===== src/rtl/cpu_controller.sv =====
// VeriRISC sequencing controller: 8-phase instruction cycle, combinational strobe decode
// from the registered phase, sticky halt and a retired-instruction counter.
module cpu_controller #(
    parameter int CNT_W = 16
) (
    input  logic             clk,
    input  logic             rst,
    input  logic [2:0]       opcode,
    input  logic             zero,
    output logic             sel,
    output logic             rd,
    output logic             ld_ir,
    output logic             inc_pc,
    output logic             ld_pc,
    output logic             ld_ac,
    output logic             data_e,
    output logic             wr,
    output logic             halt,
    output logic [2:0]       phase,
    output logic [CNT_W-1:0] instr_cnt
);
    localparam logic [2:0] OP_HLT = 3'd0;
    localparam logic [2:0] OP_SKZ = 3'd1;
    localparam logic [2:0] OP_ADD = 3'd2;
    localparam logic [2:0] OP_AND = 3'd3;
    localparam logic [2:0] OP_XOR = 3'd4;
    localparam logic [2:0] OP_LDA = 3'd5;
    localparam logic [2:0] OP_STO = 3'd6;
    localparam logic [2:0] OP_JMP = 3'd7;

    typedef enum logic [2:0] {
        INST_ADDR  = 3'd0,
        INST_FETCH = 3'd1,
        INST_LOAD  = 3'd2,
        IDLE       = 3'd3,
        OP_ADDR    = 3'd4,
        OP_FETCH   = 3'd5,
        ALU_OP     = 3'd6,
        STORE      = 3'd7
    } phase_t;

    phase_t           r_phase;
    logic             r_halted;
    logic [CNT_W-1:0] r_instr_cnt;

    logic w_aluop;
    logic w_is_hlt;

    assign w_aluop  = (opcode == OP_ADD) || (opcode == OP_AND) ||
                      (opcode == OP_XOR) || (opcode == OP_LDA);
    assign w_is_hlt = (opcode == OP_HLT);

    // HLT freezes the phase at OP_ADDR; an X opcode is not HLT, so the phase keeps moving.
    always_ff @(posedge clk or posedge rst) begin
        if (rst) begin
            r_phase     <= INST_ADDR;
            r_halted    <= 1'b0;
            r_instr_cnt <= '0;
        end else if (!r_halted) begin
            if (r_phase == OP_ADDR && w_is_hlt) begin
                r_halted <= 1'b1;
            end else begin
                r_phase <= phase_t'(r_phase + 3'd1);
                if (r_phase == STORE)
                    r_instr_cnt <= r_instr_cnt + 1'b1;
            end
        end
    end

    always_comb begin
        sel    = 1'b0;
        rd     = 1'b0;
        ld_ir  = 1'b0;
        inc_pc = 1'b0;
        ld_pc  = 1'b0;
        ld_ac  = 1'b0;
        data_e = 1'b0;
        wr     = 1'b0;
        halt   = 1'b0;
        if (r_halted) begin
            halt = 1'b1;
        end else begin
            case (r_phase)
                INST_ADDR: begin
                    sel = 1'b1;
                end
                INST_FETCH: begin
                    sel = 1'b1;
                    rd  = 1'b1;
                end
                INST_LOAD, IDLE: begin
                    sel   = 1'b1;
                    rd    = 1'b1;
                    ld_ir = 1'b1;
                end
                OP_ADDR: begin
                    inc_pc = 1'b1;
                    halt   = w_is_hlt;
                end
                OP_FETCH: begin
                    rd = w_aluop;
                end
                ALU_OP: begin
                    rd     = w_aluop;
                    inc_pc = (opcode == OP_SKZ) && zero;
                    ld_pc  = (opcode == OP_JMP);
                    data_e = (opcode == OP_STO);
                end
                STORE: begin
                    rd     = w_aluop;
                    ld_ac  = w_aluop;
                    ld_pc  = (opcode == OP_JMP);
                    data_e = (opcode == OP_STO);
                    wr     = (opcode == OP_STO);
                end
                default: begin
                    sel = 1'b0;
                end
            endcase
        end
    end

    assign phase     = r_phase;
    assign instr_cnt = r_instr_cnt;

    // Opcode-dependent strobes are only meaningful with a known opcode in phases 4-7.
    a_opcode_known: assert property (@(posedge clk) disable iff (rst)
        (r_phase[2] && !r_halted) |-> !$isunknown(opcode));

endmodule

===== config.mk =====
export PLATFORM = sky130hd
export DESIGN_NAME = cpu_controller
export DESIGN_NICKNAME = d
export VERILOG_FILES = /design/src/rtl/cpu_controller.sv
export SDC_FILE = /design/constraint.sdc
export NUM_CORES = 1
export LEC_CHECK = 0
export ABC_AREA = 0
export CAP_MARGIN = 10
export CORE_AREA = 2 2 53 55
export CTS_BUF_LIST = sky130_fd_sc_hd__clkbuf_4
export CTS_CLUSTER_SIZE = 14
export DETAILED_ROUTE_END_ITERATION = 12
export DIE_AREA = 0 0 55 57
export PLACE_DENSITY_LB_ADDON = 0.1
export SYNTH_ARGS = -nofsm -noshare
export SYNTH_HDL_FRONTEND = slang
export SYNTH_SLANG_ARGS = --single-unit

===== constraint.sdc =====
create_clock -name clk -period 2.8 [get_ports clk]
set_input_delay 0.56 -clock clk [delete_from_list [all_inputs] [get_ports clk]]
set_output_delay 0.56 -clock clk [all_outputs]
set_load 0.03 [all_outputs]

# [Word-level counts from Yosys, hierarchy flattened]
# Index checks and enable logic that the tools add are counted.
[op_classes] n_mux=20 add_sub_neg=2 n_reduce_logical=14 bitwise_logic=2 n_eq_ne=14
[ops] cell="== test 3 bit, second input constant" count=8
[ops] cell="two-way mux 1 bit" count=18
[ops] cell="adder 16 x 1 -> 16 bit, second input constant" count=1
[ops] cell="== test 3 x 2 -> 1 bit, second input constant" count=4
[ops] cell="== test 3 x 1 -> 1 bit, second input constant" count=2
[ops] cell="logical NOT 3 bit" count=2
[ops] cell="OR reduction 3 bit" count=2
[ops] cell="case mux 1 bit (2 select lines)" count=2
[ops] cell="OR reduction 2 bit" count=2
[ops] cell="OR reduction 4 bit" count=1
[ops] cell="adder 3 x 1 -> 3 bit, second input constant" count=1
[ops] cell="logical OR 1 bit" count=3
[ops] cell="AND reduction 3 bit" count=1
[ops] cell="logical AND 1 bit" count=2
[ops] cell="inverter 1 bit" count=2
[ops] cell="AND reduction 2 bit" count=1
[totals] elab_cells=55 regBits=20 output_inout_bits=28

# [Longest topological paths before layout]
[depth] depth_word=6 depth_mapped=7 ltp_nobuf=6

# [Worst setup path before layout]
# No wires, ideal clock.
[synth_timing] kind="reg-to-output" startpoint="register r_phase[1], in the netlist phase[1]" endpoint="output rd" path_buffers=0 t_arrival_ns=1.833 slack_ns=0.407 path_stages_with_launch=6 required_ns=2.240 path_cell_list="dfrtp_1 ha_1 ha_1 nor2b_1 nor3_1 nor3_1"
[synth_via] elab_chain_len=4 word_cells_on_any_way=10
[synth_lines] element="start: declaration" line="42" text="phase_t r_phase;"
[synth_lines] element="start signal: assignment" line="63" text="r_phase <= phase_t'(r_phase + 3'd1);"
[synth_lines] element="== test 3 bit, or another cell as far along" line="83" text="case (r_phase)"
[synth_lines] element="OR reduction 3 bit (no line)"
[synth_lines] element="case mux 1 bit (2 select lines) *" line="83"
[synth_lines] element="two-way mux 1 bit *" line="80" text="if (r_halted) begin"
[synth_lines] element="end: declaration" line="11" text="output logic rd,"
# Mark *: on every way between the ends. The rest lies on a longest branch, timed or not.

# [Worst setup path in the final report]
[layout_timing] startpoint="input opcode[2]" endpoint="output ld_ac"
[layout_via] elab_chain_len=6 word_cells_on_any_way=9
[layout_lines] element="start: declaration" line="8" text="input logic [2:0] opcode,"
[layout_lines] element="== test 3 x 2 -> 1 bit" line="49" text="assign w_aluop = (opcode == OP_ADD) || (opcode == OP_AND) ||"
[layout_lines] element="logical OR 1 bit (2 in a row)" line="49"
[layout_lines] element="logical OR 1 bit *" line="50" text="(opcode == OP_XOR) || (opcode == OP_LDA);"
[layout_lines] element="two-way mux 1 bit *" line="83"
[layout_lines] element="two-way mux 1 bit *" line="80"
[layout_lines] element="end: declaration" line="15" text="output logic ld_ac,"
# Marked as above.

==> flow_results.xml <==
<?xml version="1.0" encoding="UTF-8"?>
<metrics>
  <group name="run">
    <metric name="max_cap_violations" unit="">0</metric>
  </group>
  <group name="cts">
    <metric name="cts-htree-levels" unit="">1</metric>
    <metric name="number_of_buffers_created_by_cts" unit="">3</metric>
    <metric name="clk_transition_reported_paths" unit="ps">120</metric>
    <metric name="cts.path.max_buffers" unit="">2</metric>
    <metric name="clk_root_buffer_cell" unit="">clkbuf_4</metric>
    <metric name="post_cts_setup_inserts" unit="">0</metric>
    <metric name="tritoncts" unit="">done</metric>
    <metric name="insertion_delay" unit="ps">300</metric>
    <metric name="clkSinkCount" unit="">20</metric>
  </group>
  <group name="placement">
    <metric name="number_of_buffer_cells_added_on_primary_ports" unit="">33</metric>
    <metric name="dpl_cell_area" unit="um2">1490</metric>
    <metric name="routabilityCongestion" unit="">0.729</metric>
    <metric name="preCtsSetupSlack" unit="ps">75.4</metric>
    <metric name="detailedPlacementHpwl" unit="um">1710</metric>
  </group>
  <group name="sta">
    <metric name="rsz0062_at_grt" unit="">no</metric>
    <metric name="report.final.hold_viol_count" unit="">0</metric>
    <metric name="tightest_pin_transition" unit="ps">936</metric>
    <metric name="layout_worst_path_cycle_share" unit="%">93.6</metric>
    <metric name="timing.clock.skew" unit="ps">8.89</metric>
    <metric name="finalSetupViolations" unit="">0</metric>
    <metric name="slew_headroom" unit="%">37.6</metric>
    <metric name="fin_tns_setup" unit="ps">0</metric>
    <metric name="min_period" unit="ps">2620</metric>
    <metric name="fin_hold_ws" unit="ps">483</metric>
    <metric name="max_freq" unit="MHz">382</metric>
    <metric name="worst_slack" unit="ps">180</metric>
    <metric name="slew_violations" unit="">0</metric>
  </group>
  <group name="cells_and_area">
    <metric name="design.final.nets" unit="">160</metric>
    <metric name="drive_above_1_share" unit="%">8.28</metric>
    <metric name="stdcell_area" unit="um2">1550</metric>
    <metric name="area_growth" unit="%">38.7</metric>
    <metric name="diodes" unit="">0</metric>
  </group>
  <group name="synth">
    <metric name="yosysUniqueCellTypes" unit="">26</metric>
    <metric name="mappedNetlistArea" unit="um2">1120</metric>
    <metric name="ys_ff_latch" unit="">20</metric>
    <metric name="yosys.area_share.xor_xnor" unit="%">13.3</metric>
    <metric name="combinational_family_with_the_most_area_after_synthesis" unit="">simple AND/OR/NAND/NOR gates</metric>
    <metric name="synth_sequential_area_ratio" unit="%">44.8</metric>
    <metric name="postSynthCellCount" unit="">107</metric>
    <metric name="synthesis.nets" unit="">121</metric>
    <metric name="basic_gate_share_of_the_synthesized_area_counting_and_or_nand_and_nor_cells" unit="%">22.4</metric>
    <metric name="synth_compound_area_share" unit="%">5.26</metric>
    <metric name="postSynthAreaPerCell" unit="um2">10.4</metric>
    <metric name="synth_fa_ha_area_share" unit="%">8.96</metric>
    <metric name="synthMuxAreaShare" unit="%">1.90</metric>
    <metric name="yosys_warnings" unit="">0</metric>
  </group>
  <group name="floorplan">
    <metric name="core-area" unit="um2">2620</metric>
    <metric name="ioPinCount" unit="">34</metric>
    <metric name="design.die.area" unit="um2">3140</metric>
    <metric name="initial_core_util" unit="%">42.7</metric>
    <metric name="placement_rows" unit="">19</metric>
    <metric name="die_x" unit="um">55</metric>
    <metric name="die_y" unit="um">57</metric>
  </group>
  <group name="detailed_routing">
    <metric name="dr.first_iter.drc_count" unit="">18</metric>
    <metric name="vias_per_cell" unit="">5.19</metric>
    <metric name="final_antenna_net_count" unit="">0</metric>
    <metric name="detail_route.drc_violations" unit="">0</metric>
    <metric name="first_pass_iters" unit="">4</metric>
    <metric name="routed_wirelength_normalized_by_instance_count" unit="um">13.1</metric>
    <metric name="vias" unit="">914</metric>
    <metric name="drt_wl_total" unit="um">2310</metric>
  </group>
  <group name="worst_setup_path">
    <metric name="start_kind" unit="">input port</metric>
    <metric name="classification_of_the_worst_setup_path" unit="">input port to output pin</metric>
    <metric name="cp.arrival" unit="ps">2060</metric>
    <metric name="startpoint" unit="">opcode[2]</metric>
    <metric name="cp_max_fo" unit="">4</metric>
    <metric name="crit_required" unit="ps">2240</metric>
    <metric name="crit_path_end_kind" unit="">output pin</metric>
    <metric name="r2r_slack" unit="ps">620</metric>
    <metric name="crit-reg2reg-launch" unit="">phase[0]</metric>
  </group>
  <group name="status">
    <metric name="status" unit="">finished, final reports clean</metric>
  </group>
  <group name="grt">
    <metric name="grt_start_max_net_pins" unit="">21</metric>
    <metric name="grt_overflow" unit="">0</metric>
    <metric name="number_of_antenna_violations_at_the_first_check_in_global_routing" unit="">0</metric>
    <metric name="grt_pass1_vias" unit="">855</metric>
    <metric name="grt_pass1_wl" unit="um">3820</metric>
    <metric name="global_route.usage.total" unit="%">16.4</metric>
  </group>
  <group name="worst_hold_path">
    <metric name="worstHoldPathType" unit="">flip-flop to flip-flop</metric>
    <metric name="hold_path_startpoint" unit="">instr_cnt[15]</metric>
  </group>
  <group name="pwr">
    <metric name="power.leakage" unit="nW">0.727</metric>
    <metric name="vdd.ir_drop.worst" unit="uV">649</metric>
    <metric name="power_density" unit="nW/um2">865</metric>
  </group>
</metrics>
==> per-layer routing <==
metal  up-vias  global-route usage (%)  wire (um)  share of wire (%)
met3         4                    3.66        130                5.6
met1       433                    24.4       1120                 48
li1        450                       -          -                  -
met2        27                    23.3       1040                 45
met4         0                    6.27         25                1.1
met5         -                       0          0                  0
==> report_power, final <==
group / internal [W] / leakage [nW] / switching [W]
combinational: 0.000284 / 0.436 / 0.000378
sequential: 0.000351 / 0.263 / 0.0000933
clock: 0.000145 / 0.0279 / 0.0000911
==> critical path, cell delays in order <==
cell and delay [ps]:
clkdlybuf4s50_1 560, xnor2_1 150, nor2_1 120, clkdlybuf4s50_1 670
==> cell type report <==
type | instances | area (um2)
Fill cell | 258 | 1060
Multi-Input combinational cell | 79 | 579
Tap cell | 31 | 38.8
Inverter | 6 | 22.5
Timing Repair Buffer | 36 | 357
Clock buffer | 3 | 22.5
Clock inverter | 1 | 30.0
Sequential cell | 20 | 500
==> registers in the layout, indices dropped and copies added, names as in the netlist <==
register and flops:
r_halted 1, phase 3, instr_cnt 16
==> final timing paths <==
path / cells after the start / endpoint
max: 4 / ld_ac
min: 1 / instr_cnt[15]
max reg2reg: 5 / instr_cnt[1]
min reg2reg: 1 / instr_cnt[15]
max in group asynchronous: 2 / instr_cnt[8]
min in group asynchronous: 2 / instr_cnt[5]
==> placed cells by master, fill, tap and decap left out <==
cell type        synthesis  final
a21oi_1                  6      6
nor4b_4                  1      1
nand2b_4                 1      1
o21ai_0                  1      1
nor2_1                   7      7
inv_1                    6      6
nor3_1                   4      4
xnor2_1                 16     16
nor3b_1                  2      2
buf_4                    2      5
bufinv_16                0      1
and3_1                   3      3
dlygate4sd2_1            0      1
a21boi_0                 1      1
clkdlybuf4s50_1          0     26
and4_1                   2      2
mux2i_1                  1      1
a211oi_1                 1      1
xor2_1                   1      1
clkbuf_4                 0      3
nor2b_1                  1      1
dfrtp_1                 20     20
nand4_1                  6      6
nand2_1                  6      6
dlymetal6s2s_1           0      4
ha_1                     8      8
nand3_1                  7      7
or3_1                    1      1
a41oi_1                  1      1
nand3b_1                 1      1
mux2_2                   1      1
==> Yosys cell counts (all sizes together) <==
cell type	instances	area, um2
a211oi	1	7.51
a21boi	1	7.51
a21oi	6	30.0
a41oi	1	8.76
and3	3	18.8
and4	2	17.5
buf	2	15.0
dfrtp	20	500
ha	8	100
inv	6	22.5
mux2	1	11.3
mux2i	1	10.0
nand2	6	22.5
nand2b	1	13.8
nand3	7	35.0
nand3b	1	7.51
nand4	6	37.5
nor2	7	26.3
nor2b	1	6.26
nor3	4	20.0
nor3b	2	15.0
nor4b	1	23.8
o21ai	1	5.00
or3	1	6.26
xnor2	16	140
xor2	1	8.76
==> metrics by stage <==
stage	std cells	power, W	util [%]
global placement	172	0.00111	56.9
floorplan	107	0.000886	-
detailed placement	172	0.00112	56.9
CTS	176	0.00136	58.9
finish	176	0.00134	59.3
global route	176	0.00143	59.3
==> what timing repair did <==
item / in CTS / in global routing
hold buffers: 0 / 0
endpoints found under the setup margin: 1 / 4
resized for setup: 1 / 4
==> kinds of logic (layout without fill, tap and decap cells) <==
family / Yosys count / count (layout)
muxes: 2 / 2
AOI/OAI and AO/OA: 10 / 10
xor gates and xnor gates: 17 / 17
buffers and inverters: 8 / 46
adders and majority gates: 8 / 8
and+or+nand+nor: 42 / 42
DFF: 20 / 20
Note: power is estimated with default switching activity, not from simulation.
